[src/rtl/ifu_fetch.sv]
// Instruction fetch stage: owns the PC, issues one fetch at a time and buffers words for decode.
// Optional misaligned-redirect trap (sticky flag + HALT) enabled by defining IFU_MISALIGN_CHK_EN.
module ifu_fetch #(
    parameter int unsigned     XLEN       = 64,
    parameter logic [XLEN-1:0] RESET_PC   = XLEN'(64'h8000_0000),
    parameter int unsigned     FIFO_DEPTH = 2
) (
    input  logic            clk,
    input  logic            rst,
    output logic            imem_req_valid,
    input  logic            imem_req_ready,
    output logic [XLEN-1:0] imem_req_addr,
    input  logic            imem_resp_valid,
    input  logic [31:0]     imem_resp_data,
    input  logic            redirect_valid,
    input  logic [XLEN-1:0] redirect_pc,
    output logic            inst_valid,
    input  logic            inst_ready,
    output logic [31:0]     inst,
    output logic [XLEN-1:0] inst_pc,
    output logic            fetch_misalign
);

    localparam int unsigned PTR_W = (FIFO_DEPTH > 1) ? $clog2(FIFO_DEPTH) : 1;
    localparam int unsigned CNT_W = $clog2(FIFO_DEPTH) + 1;

`ifdef IFU_MISALIGN_CHK_EN
    typedef enum logic [2:0] {IDLE, REQ, WAIT, DROP, HALT} state_e;
`else
    typedef enum logic [2:0] {IDLE, REQ, WAIT, DROP} state_e;
`endif

    state_e            state_q, state_d;
    logic [XLEN-1:0]   pc_q, pc_d;
    logic [XLEN-1:0]   req_pc_q, req_pc_d;
    logic [PTR_W-1:0]  head_q, tail_q;
    logic [CNT_W-1:0]  count_q;
    logic [31:0]       buf_data [FIFO_DEPTH];
    logic [XLEN-1:0]   buf_pc   [FIFO_DEPTH];
    logic              push, pop, flush, req_fire, redirect_live;
    logic [XLEN-1:0]   redirect_tgt;

    assign imem_req_valid = (state_q == REQ) && (count_q < CNT_W'(FIFO_DEPTH));
    assign imem_req_addr  = pc_q;
    assign inst_valid     = (count_q != '0);
    assign inst           = buf_data[head_q];
    assign inst_pc        = buf_pc[head_q];
    assign req_fire       = imem_req_valid && imem_req_ready;
    assign pop            = inst_valid && inst_ready && !flush;
    assign redirect_tgt   = {redirect_pc[XLEN-1:2], 2'b00};

`ifdef IFU_MISALIGN_CHK_EN
    logic misalign_q, misalign_d;
    assign redirect_live  = redirect_valid && (state_q != HALT);
    assign fetch_misalign = misalign_q;
`else
    logic unused_low_bits;
    assign unused_low_bits = ^redirect_pc[1:0];
    assign redirect_live   = redirect_valid;
    assign fetch_misalign  = 1'b0;
`endif

    // State, PC and flag registers
    always_ff @(posedge clk or negedge rst) begin
        if (!rst) begin
            state_q  <= IDLE;
            pc_q     <= RESET_PC;
            req_pc_q <= '0;
`ifdef IFU_MISALIGN_CHK_EN
            misalign_q <= 1'b0;
`endif
        end else begin
            state_q  <= state_d;
            pc_q     <= pc_d;
            req_pc_q <= req_pc_d;
`ifdef IFU_MISALIGN_CHK_EN
            misalign_q <= misalign_d;
`endif
        end
    end

    // Next state; a redirect overrides everything else in its cycle
    always_comb begin
        state_d  = state_q;
        pc_d     = pc_q;
        req_pc_d = req_pc_q;
        push     = 1'b0;
        flush    = 1'b0;
`ifdef IFU_MISALIGN_CHK_EN
        misalign_d = misalign_q;
`endif
        case (state_q)
            IDLE: state_d = REQ;
            REQ: begin
                if (req_fire) begin
                    req_pc_d = pc_q;
                    pc_d     = pc_q + XLEN'(4);
                    state_d  = WAIT;
                end
            end
            WAIT: begin
                if (imem_resp_valid) begin
                    push    = 1'b1;
                    state_d = REQ;
                end
            end
            DROP: begin
                if (imem_resp_valid) begin
                    state_d = REQ;
                end
            end
            default: ;
        endcase

        if (redirect_live) begin
            flush = 1'b1;
            push  = 1'b0;
            pc_d  = redirect_tgt;
            case (state_q)
                REQ:     state_d = req_fire ? DROP : REQ;
                WAIT:    state_d = imem_resp_valid ? REQ : DROP;
                DROP:    state_d = DROP;
                default: state_d = REQ;
            endcase
`ifdef IFU_MISALIGN_CHK_EN
            if (redirect_pc[1:0] != 2'b00) begin
                state_d    = HALT;
                misalign_d = 1'b1;
                pc_d       = pc_q;
            end
`endif
        end
    end

    // Instruction buffer: circular FIFO of {pc, word}
    always_ff @(posedge clk or negedge rst) begin
        if (!rst) begin
            head_q  <= '0;
            tail_q  <= '0;
            count_q <= '0;
            for (int i = 0; i < int'(FIFO_DEPTH); i++) begin
                buf_data[i] <= '0;
                buf_pc[i]   <= '0;
            end
        end else if (flush) begin
            head_q  <= '0;
            tail_q  <= '0;
            count_q <= '0;
        end else begin
            if (push) begin
                buf_data[tail_q] <= imem_resp_data;
                buf_pc[tail_q]   <= req_pc_q;
                tail_q           <= tail_q + PTR_W'(1);
            end
            if (pop) begin
                head_q <= head_q + PTR_W'(1);
            end
            count_q <= count_q + CNT_W'(push) - CNT_W'(pop);
        end
    end

endmodule

[config.mk]
export PLATFORM = sky130hd
export DESIGN_NAME = ifu_fetch
export DESIGN_NICKNAME = d
export VERILOG_FILES = /design/src/rtl/ifu_fetch.sv
export SDC_FILE = /design/constraint.sdc
export NUM_CORES = 1
export LEC_CHECK = 0
export BUFFER_PORTS_ARGS = -buffer_cell sky130_fd_sc_hd__buf_2
export CAP_MARGIN = 25
export CORE_UTILIZATION = 60
export DETAILED_ROUTE_END_ITERATION = 7
export GPL_ROUTABILITY_DRIVEN = 0
export GPL_TIMING_DRIVEN = 0
export PLACE_DENSITY_LB_ADDON = 0.25
export RECOVER_POWER = 100
export SYNTH_ARGS = -nofsm -noshare
export SYNTH_HDL_FRONTEND = slang
export SYNTH_SLANG_ARGS = --single-unit
[constraint.sdc]
create_clock -name clk -period 4.9 [get_ports clk]
set_clock_uncertainty 0.1 [all_clocks]
set_input_delay 0.735 -clock clk [delete_from_list [all_inputs] [get_ports clk]]
set_output_delay 0.735 -clock clk [all_outputs]
set_load 0.005 [all_outputs]
==> metrics.sh, run 1 <==
FINAL.SETUP.TNS_PS=0
GRT-OVFL-TOTAL=0
P_COMB_FRAC=0.224
IOPINCOUNT=265
CRITICAL_PATH_STARTPOINT_CATEGORY='flip-flop'
GRT_FIRST_PASS_WIRELENGTH_UM=57500
SYNTH-ASYNC-RESET-RATIO=1.00
CLKSINKCOUNT=318
WL_MET1_UM=15200
POWER.LEAKAGE_nW=8.30
CTS-ROOT-TO-SINK-BUFFERS=3
WORSTSETUPENDPOINTTYPE='output pin'
CPLARGESTDELAYFAMILY='buffers and inverters'
SLEW_VIOL_FINAL=69
CTS_TREE='yes'
CP.REQUIRED_PS=4070
ANTENNA_FOUND_INITIAL=5
CTS_MADE_BUFFERS=34
POSTSYNTHREGISTERBITS=318
HOLD_PATH_CLASS='in2reg'
FINISH.NET_COUNT=1659
WORSTSETUPPATHTYPE='reg2out'
CTS.HTREE.LEVELS=2
NETSWITCHINGPOWER_mW=2.40
FINALPOWER_mW=8.21
VIAS_IN_THE_FIRST_GLOBAL_ROUTE=10944
MAXCAPVIOLATIONS=1
DETAIL-ROUTE-ANTENNA-NETS=0
DIE-HEIGHT_UM=157
NETLIST_TOP_CELLS_AREA='dfrtp_1 (55%), mux2_2 (22%), nand2_1 (6.3%)'
POST-ROUTE-CELL-AREA_SQ_UM=17300
PWR-SHARE-CLK=0.317
BUFFER_PORTS.INSERTED=256
WORST_PATH_MOST_REPEATED_CELL='clkbuf_1'
CRIT_ARRIVAL_PS=2870
POST_SYNTHESIS_SEQUENTIAL_AREA_RATIO=0.552
FIRST_ITER_VIOLATIONS=814
MAX_CLOCK_FREQ_MHz=270
MULTI_INPUT_AREA_SQ_UM=6110
FINAL.FILL_COUNT=1706
AREA_GROWTH_PCT=19.7
SYNTHESIS.YOSYS.WARNINGS=0
P_SW_FRAC=0.292
POST_CTS_SETUP_BUFFER_COUNT=0
GRT_START_MAX_NET_PINS=105
NETLIST_INSTANCES=1254
ROW_COUNT=56
FIN_CRIT_SH=0.755
INTERNAL_POWER_mW=5.81
SYNTH_EDF_COUNT=0
VIA_PER_INST=5.72
TIMING.FINAL.SETUP_VIOLATIONS=0
SLEW_HEADROOM=-1.20
POST_SYNTH_DESIGN_CELL_AREA_SQ_UM=14400
CTS-ROOT-BUF='clkbuf_16'
CTS_HOLD_BUFFERS=0
DIE_X_UM=157
WORST_SETUP_HOLD_PATH_CLK_SLEW_PS=60
DP_WORST_SETUP_SLACK_PS=1440
MAX_STAGE_DELAY_PS=750
AVG_CELL_AREA_SYN_SQ_UM=11.5
YS_DOMINANT_REG_CELL='dfrtp_1'
ROUTED_WIRE_LENGTH_PER_INSTANCE_UM=19.2
SHARE_SEQ_OF_TOTAL_POWER=0.460
GLOBALROUTETOTALUTIL=0.302
DIE_AREA_SQ_UM=24700
WORSTPATHCELLLIST='clkbuf_1 -> clkbuf_1 -> clkbuf_1 -> mux2_2 -> buf_2'
CRIT_SLOWEST_CELL='clkbuf_1'
DRT_PASS_1_ITERS=5
ROUTE.VIAS.TOTAL=10882
WORST_SKEW_PAIR.LATE_LATENCY_PS=510
PLACEDINSTANCEAREA_SQ_UM=16200
SYNTH.MOST_COMMON_CELL='dfrtp_1'
CTS_RESIZES=0
DR_WL_MET3_UM=2890
YOSYSTOPAREACELL='dfrtp_1'
TOTAL_WIRE_LENGTH_UM=36600
DP.FINAL_HPWL_UM=25700
GRT_SETUP_UNREPAIRED='false'
DRC_ERRORS=0
SYNTH.LIB_CELLS_USED.DISTINCT=45
AMOUNT_OF_WIRE_ON_MET2_AFTER_DETAILED_ROUTING_UM=17400
YOSYS.AREA.TOP_TYPE_SHARE=0.550
PEAKVDDDROP_V=0.000355
NETLIST_TOP_CELLS_COUNT='dfrtp_1 (317), mux2_2 (282), nand2_1 (243), clkbuf_1 (60), o21ai_0 (55)'
DRIVE_GT1_FRAC=0.335
FINAL_HOLD_VIOL_COUNT=0
FINALWORSTSETUPSLACK_PS=1200
HIGHEST_LAYER='met5'
WORSTMARGINPINSLEW_PS=3300
POSTLAYOUTCOREUTIL=0.734
FLOORPLAN.CORE_AREA_SQ_UM=23500
CRIT_BUF_INV=4
POWER-PER-CELL-AREA_nW_PER_UM2=475
FINALCRITICALPERIOD_PS=3700
RESULT_OF_THE_RUN='complete, but fails checks'
START_UTIL=0.613
AREA_TAKEN_BY_FLIP_FLOPS_AND_LATCHES_SQ_UM=7960
FAILING_CHECKS='capacitance limit, slew limit'
WORST-PATH-MAX-FANOUT=10
## sequential cells by signal (all words and copies together), names as in the netlist
register	flops
buf_pc	124
buf_data	64
imem_req_addr	62
req_pc_q	62
count_q	2
state_q	2
head_q	1
tail_q	1
## logic make-up after synthesis
family / synth area share
XOR/XNOR: 0.0231
multiplexers: 0.222
adder cells (fa/ha/maj): 0.00260
AO/OA/AOI/OAI: 0.0370
AND/OR/NAND/NOR: 0.138
buffers and inverters: 0.0258
other: 0.000260
flip-flops: 0.552
## cell type report
type,count,area share
Tap cell,319,0.0231
Clock buffer,51,0.0619
Clock inverter,9,0.00449
Multi-Input combinational cell,852,0.354
Sequential cell,318,0.461
Antenna cell,5,0.000724
Buffer,80,0.0195
Timing Repair Buffer,260,0.0740
Inverter,8,0.00174
## metal layers
| metal | track usage | up-vias |
|---|---|---|
| met2 | 0.486 | 415 |
| met3 | 0.0644 | 70 |
| met1 | 0.403 | 5394 |
| met4 | 0.116 | 2 |
| met5 | 0 | - |
| li1 | - | 5001 |
## power by group through the flow
stage	sequential [mW]	clock (mW)	combinational, mW
after floorplan	3.64	0	1.17
after global placement	3.75	0	1.81
after detailed placement	3.80	0	1.87
after CTS	3.77	2.63	1.89
after global routing	3.87	2.73	2.04
final	3.77	2.60	1.84
## worst reg2reg max path, cell delays in order (launching register included)
cell and delay (ps):
dfrtp_1 420, nor4bb_1 470, clkbuf_1 570, nand4_1 250
or4_1 510, clkbuf_1 220, or3_1 390, a31oi_1 190
## per-stage QoR
step | hold slack, ps | cells
3_5_place_dp | 384 | 1836
3_3_place_gp | 376 | 1833
2_1_floorplan | 339 | 1258
5_1_grt | 347 | 1897
6_report | 335 | 1902
4_1_cts | 96.6 | 1896
## cell usage in the layout, fill, tap and decap left out, types with 5 or more instances in the layout
cell / Yosys / layout
dfrtp_1: 317 / 317
mux2_2: 282 / 276
nand2_1: 243 / 243
buf_2: 3 / 182
clkbuf_1: 60 / 150
o21ai_0: 55 / 55
nor2_1: 42 / 42
clkbuf_16: 0 / 37
nand4_1: 30 / 30
nand3_1: 27 / 27
a31oi_1: 23 / 23
xor2_1: 20 / 20
xnor2_1: 18 / 18
or3_1: 17 / 17
or4_1: 15 / 15
nor4_1: 12 / 12
clkbuf_8: 0 / 9
inv_1: 8 / 8
and3_1: 8 / 8
nor3_1: 8 / 8
o31ai_1: 7 / 7
mux2_1: 0 / 6
clkinv_2: 0 / 6
diode_2: 0 / 5
and4_1: 5 / 5
buf_4: 6 / 5
conb_1: 1 / 5
## path summary, 6_finish.rpt
path,slack (ps),startpoint,to,cells past startpoint
setup reg to reg,1700,state_q[0]$_DFFE_PN0P_,imem_req_addr[56]$_DFFE_PN0P_,7
setup / recovery,1200,head_q$_DFFE_PN0P_,inst_pc[22],5
max in group asynchronous,1390,rst,buf_pc[50]$_DFFE_PN0P_,1
hold / removal,340,redirect_pc[3],imem_req_addr[3]$_DFFE_PN0P_,3
min in group asynchronous,1440,rst,buf_data[16]$_DFFE_PN0P_,1
hold reg to reg,400,req_pc_q[28]$_DFFE_PN0P_,req_pc_q[28]$_DFFE_PN0P_,2
(Power assumes the default switching activity.)
==> run 2: changes to the inputs <==
--- a/config.mk
+++ b/config.mk
@@ -7,7 +7,7 @@
 export LEC_CHECK = 0
 export BUFFER_PORTS_ARGS = -buffer_cell sky130_fd_sc_hd__buf_2
 export CAP_MARGIN = 25
-export CORE_UTILIZATION = 60
+export CORE_UTILIZATION = 51
 export DETAILED_ROUTE_END_ITERATION = 7
 export GPL_ROUTABILITY_DRIVEN = 0
 export GPL_TIMING_DRIVEN = 0
==> constraint.sdc (replaced) <==
create_clock -name clk -period 3.15 [get_ports clk]
set_clock_uncertainty 0.1 [all_clocks]
set_input_delay 0.4725 -clock clk [delete_from_list [all_inputs] [get_ports clk]]
set_output_delay 0.4725 -clock clk [all_outputs]
set_load 0.005 [all_outputs]
==> run 2 against run 1 <==
Die area increased by 17%. Worst setup slack got worse by 1000 ps. Routed wire length increased by 1.1%. Global-route usage decreased by 4.4 points. Largest power group unchanged. The flow now finishes without violations. First-iteration DRC count decreased by 22%.
==> metrics.sh, run 2 (synthesis results as in run 1) <==
WORSTPATHCELLLIST='nand4bb_1 -> clkbuf_1 -> nor4_1 -> clkbuf_2 -> nand4_1 -> or4_1 -> a31oi_1'
CRIT_SLOWEST_CELL='nor4_1'
POWER.LEAKAGE_nW=8.26  # -0.49%
FINALWORSTSETUPSLACK_PS=166  # -1030 ps
BUFFER_PORTS.INSERTED=256  # unchanged
DIE_AREA_SQ_UM=29000  # +17%
RRSETUPSLACK_PS=170  # -1530 ps
CLKSINKCOUNT=318  # unchanged
HOLD_PATH_CLASS='in2reg'
GRT_START_MAX_NET_PINS=100  # -4.8%
SLEW_HEADROOM=0.149  # +1.35
FINAL.FILL_COUNT=2375  # +39%
DRIVE_GT1_FRAC=0.332  # -0.00211
TOTAL_WIRE_LENGTH_UM=37000  # +1.1%
LARGEST_REG_FLOPS=124  # unchanged
POWER-PER-CELL-AREA_nW_PER_UM2=735  # +55%
CRIT_ARRIVAL_PS=3310  # +440 ps
GRT_SETUP_UNREPAIRED='false'
MULTI_INPUT_AREA_SQ_UM=6120  # +0.10%
FIN_CELLS=1957  # +2.9%
CTS.HTREE.LEVELS=2  # unchanged
WORSTSETUPENDPOINTTYPE='flip-flop'
DP_WORST_SETUP_SLACK_PS=-119  # -1560 ps
CTS_MADE_BUFFERS=35  # +2.9%
DPL.CELL_COUNT=1895  # +3.2%
ROUTED_WIRE_LENGTH_PER_INSTANCE_UM=18.9  # -1.8%
PEAKVDDDROP_V=0.000472  # +33%
ANTENNA_CELLS_INSERTED=0  # -5
MAX_CLOCK_FREQ_MHz=335
GRT-OVFL-TOTAL=0  # unchanged
ROW_COUNT=61  # +8.9%
IOPINCOUNT=265  # unchanged
FIRST_ITER_VIOLATIONS=636  # -22%
START_UTIL=0.519  # -0.0935
WORST_SETUP_HOLD_PATH_CLK_SLEW_PS=70  # about the same
HIGHEST_LAYER='met5'
MAXCAPVIOLATIONS=0  # -1
DIE-HEIGHT_UM=170  # +8.4%
FINAL_CELL_MIX='dfrtp_1 (317), mux2_2 (280), nand2_1 (243), buf_2 (167), clkbuf_1 (159)'
DETAIL-ROUTE-ANTENNA-NETS=0  # unchanged
RESULT_OF_THE_RUN='finished clean'
FIN_CRIT_SH=0.947
CTS_TREE='yes'
CTS-ROOT-TO-SINK-BUFFERS=3  # unchanged
AMOUNT_OF_WIRE_ON_MET2_AFTER_DETAILED_ROUTING_UM=17500  # +0.72%
WORSTMARGINPINSLEW_PS=1280  # -2020 ps
WL_MET1_UM=16000  # +5.4%
FINISH.NET_COUNT=1663  # +0.24%
DRC_ERRORS=0  # unchanged
FINALCRITICALPERIOD_PS=2980
MAX_STAGE_DELAY_PS=560  # -190 ps
GRT_FIRST_PASS_WIRELENGTH_UM=57900  # +0.61%
VIA_PER_INST=5.53  # -3.3%
PLACEDINSTANCEAREA_SQ_UM=16300  # +0.46%
FINALPOWER_mW=12.7  # +55%
SLEW_VIOL_FINAL=0  # -100%
DP.FINAL_HPWL_UM=26600  # +3.4%
FINAL.SETUP.TNS_PS=0  # unchanged
POST-ROUTE-CELL-AREA_SQ_UM=17300  # +0.17%
LARGESTREGISTERS='buf_pc: 124 flops, buf_data: 64 flops'
TOP_REGISTER_BY_NUMBER_OF_FLIP_FLOPS='buf_pc'
VIAS_IN_THE_FIRST_GLOBAL_ROUTE=10658  # -2.6%
DRT_PASS_1_ITERS=5  # unchanged
AREA_TAKEN_BY_FLIP_FLOPS_AND_LATCHES_SQ_UM=7960  # unchanged
GLOBALROUTETOTALUTIL=0.258  # -0.0444
FINAL_HOLD_VIOL_COUNT=0  # unchanged
MOSTFREQUENTLAYOUTCELL='dfrtp_1'
WORST-PATH-MAX-FANOUT=10  # unchanged
CP.REQUIRED_PS=3480  # -590 ps
ANTENNA_FOUND_INITIAL=3  # -2
FLOORPLAN.CORE_AREA_SQ_UM=27800  # +18%
CTS-ROOT-BUF='clkbuf_16'
DR_WL_MET3_UM=2630  # -8.9%
AREA_GROWTH_PCT=19.9
TIMING.FINAL.SETUP_VIOLATIONS=0  # unchanged
ROUTE.VIAS.TOTAL=10828  # -0.50%
WORSTSETUPPATHTYPE='reg2reg'
WORST_SKEW_PAIR.LATE_LATENCY_PS=520  # about the same
CRITICAL_PATH_STARTPOINT_CATEGORY='flip-flop'
DIE_X_UM=170  # +8.4%
run 2: path summary, 6_finish.rpt:
path | cells past startpoint | startpoint | end
worst max register to register | 7 | state_q[1]$_DFFE_PN0P_ | imem_req_addr[53]$_DFFE_PN0P_
worst min register to register | 2 | req_pc_q[29]$_DFFE_PN0P_ | req_pc_q[29]$_DFFE_PN0P_
worst max-delay path | 7 | state_q[1]$_DFFE_PN0P_ | imem_req_addr[53]$_DFFE_PN0P_
max in group asynchronous | 4 | rst | buf_pc[105]$_DFFE_PN0P_
worst min-delay path | 3 | redirect_pc[33] | imem_req_addr[33]$_DFFE_PN0P_
min in group asynchronous | 2 | rst | buf_data[8]$_DFFE_PN0P_
run 2: repair_timing:
item                                    4_1_cts  5_1_grt
endpoints found under the setup margin       52       66
pin swaps                                     0        2
gates resized for setup                       9        5
setup buffers                                 0        2
hold endpoints to repair                     47        0
hold buffers                                  1        0
run 2: where the power goes:
part           internal, mW  switching (mW)
Clock                  2.44            1.60
Combinational          1.48            1.35
Sequential             5.12           0.720
run 2: area by class of cell:
cell class | count | area share
well taps | 378 | 0.0273
clock inverters | 9 | 0.00571
clock buffers | 49 | 0.0596
repair buffers | 263 | 0.0719
plain buffers | 80 | 0.0202
inverters | 8 | 0.00174
multi-input cells | 852 | 0.354
flip-flops and latches | 318 | 0.460
run 2: layer usage:
metal,up-vias,track usage
li1,4999,-
met4,6,0.0744
met3,62,0.0530
met2,374,0.411
met5,-,0
met1,5387,0.356
run 2: through the flow:
stage | hold slack (ps) | util
2_1_floorplan | 76.9 | -
3_3_place_gp | 378 | 0.583
3_5_place_dp | 306 | 0.586
4_1_cts | 54.5 | 0.628
5_1_grt | 79.5 | 0.623
6_report | 67.0 | 0.623
run 2: worst max-delay path: cells and delay by family, from the launching register on:
kind / cells / cell delay, ps
AO/OA/AOI/OAI: 1 / 180
flip-flops: 1 / 440
buffers and inverters: 2 / 620
AND/OR/NAND/NOR: 4 / 1550
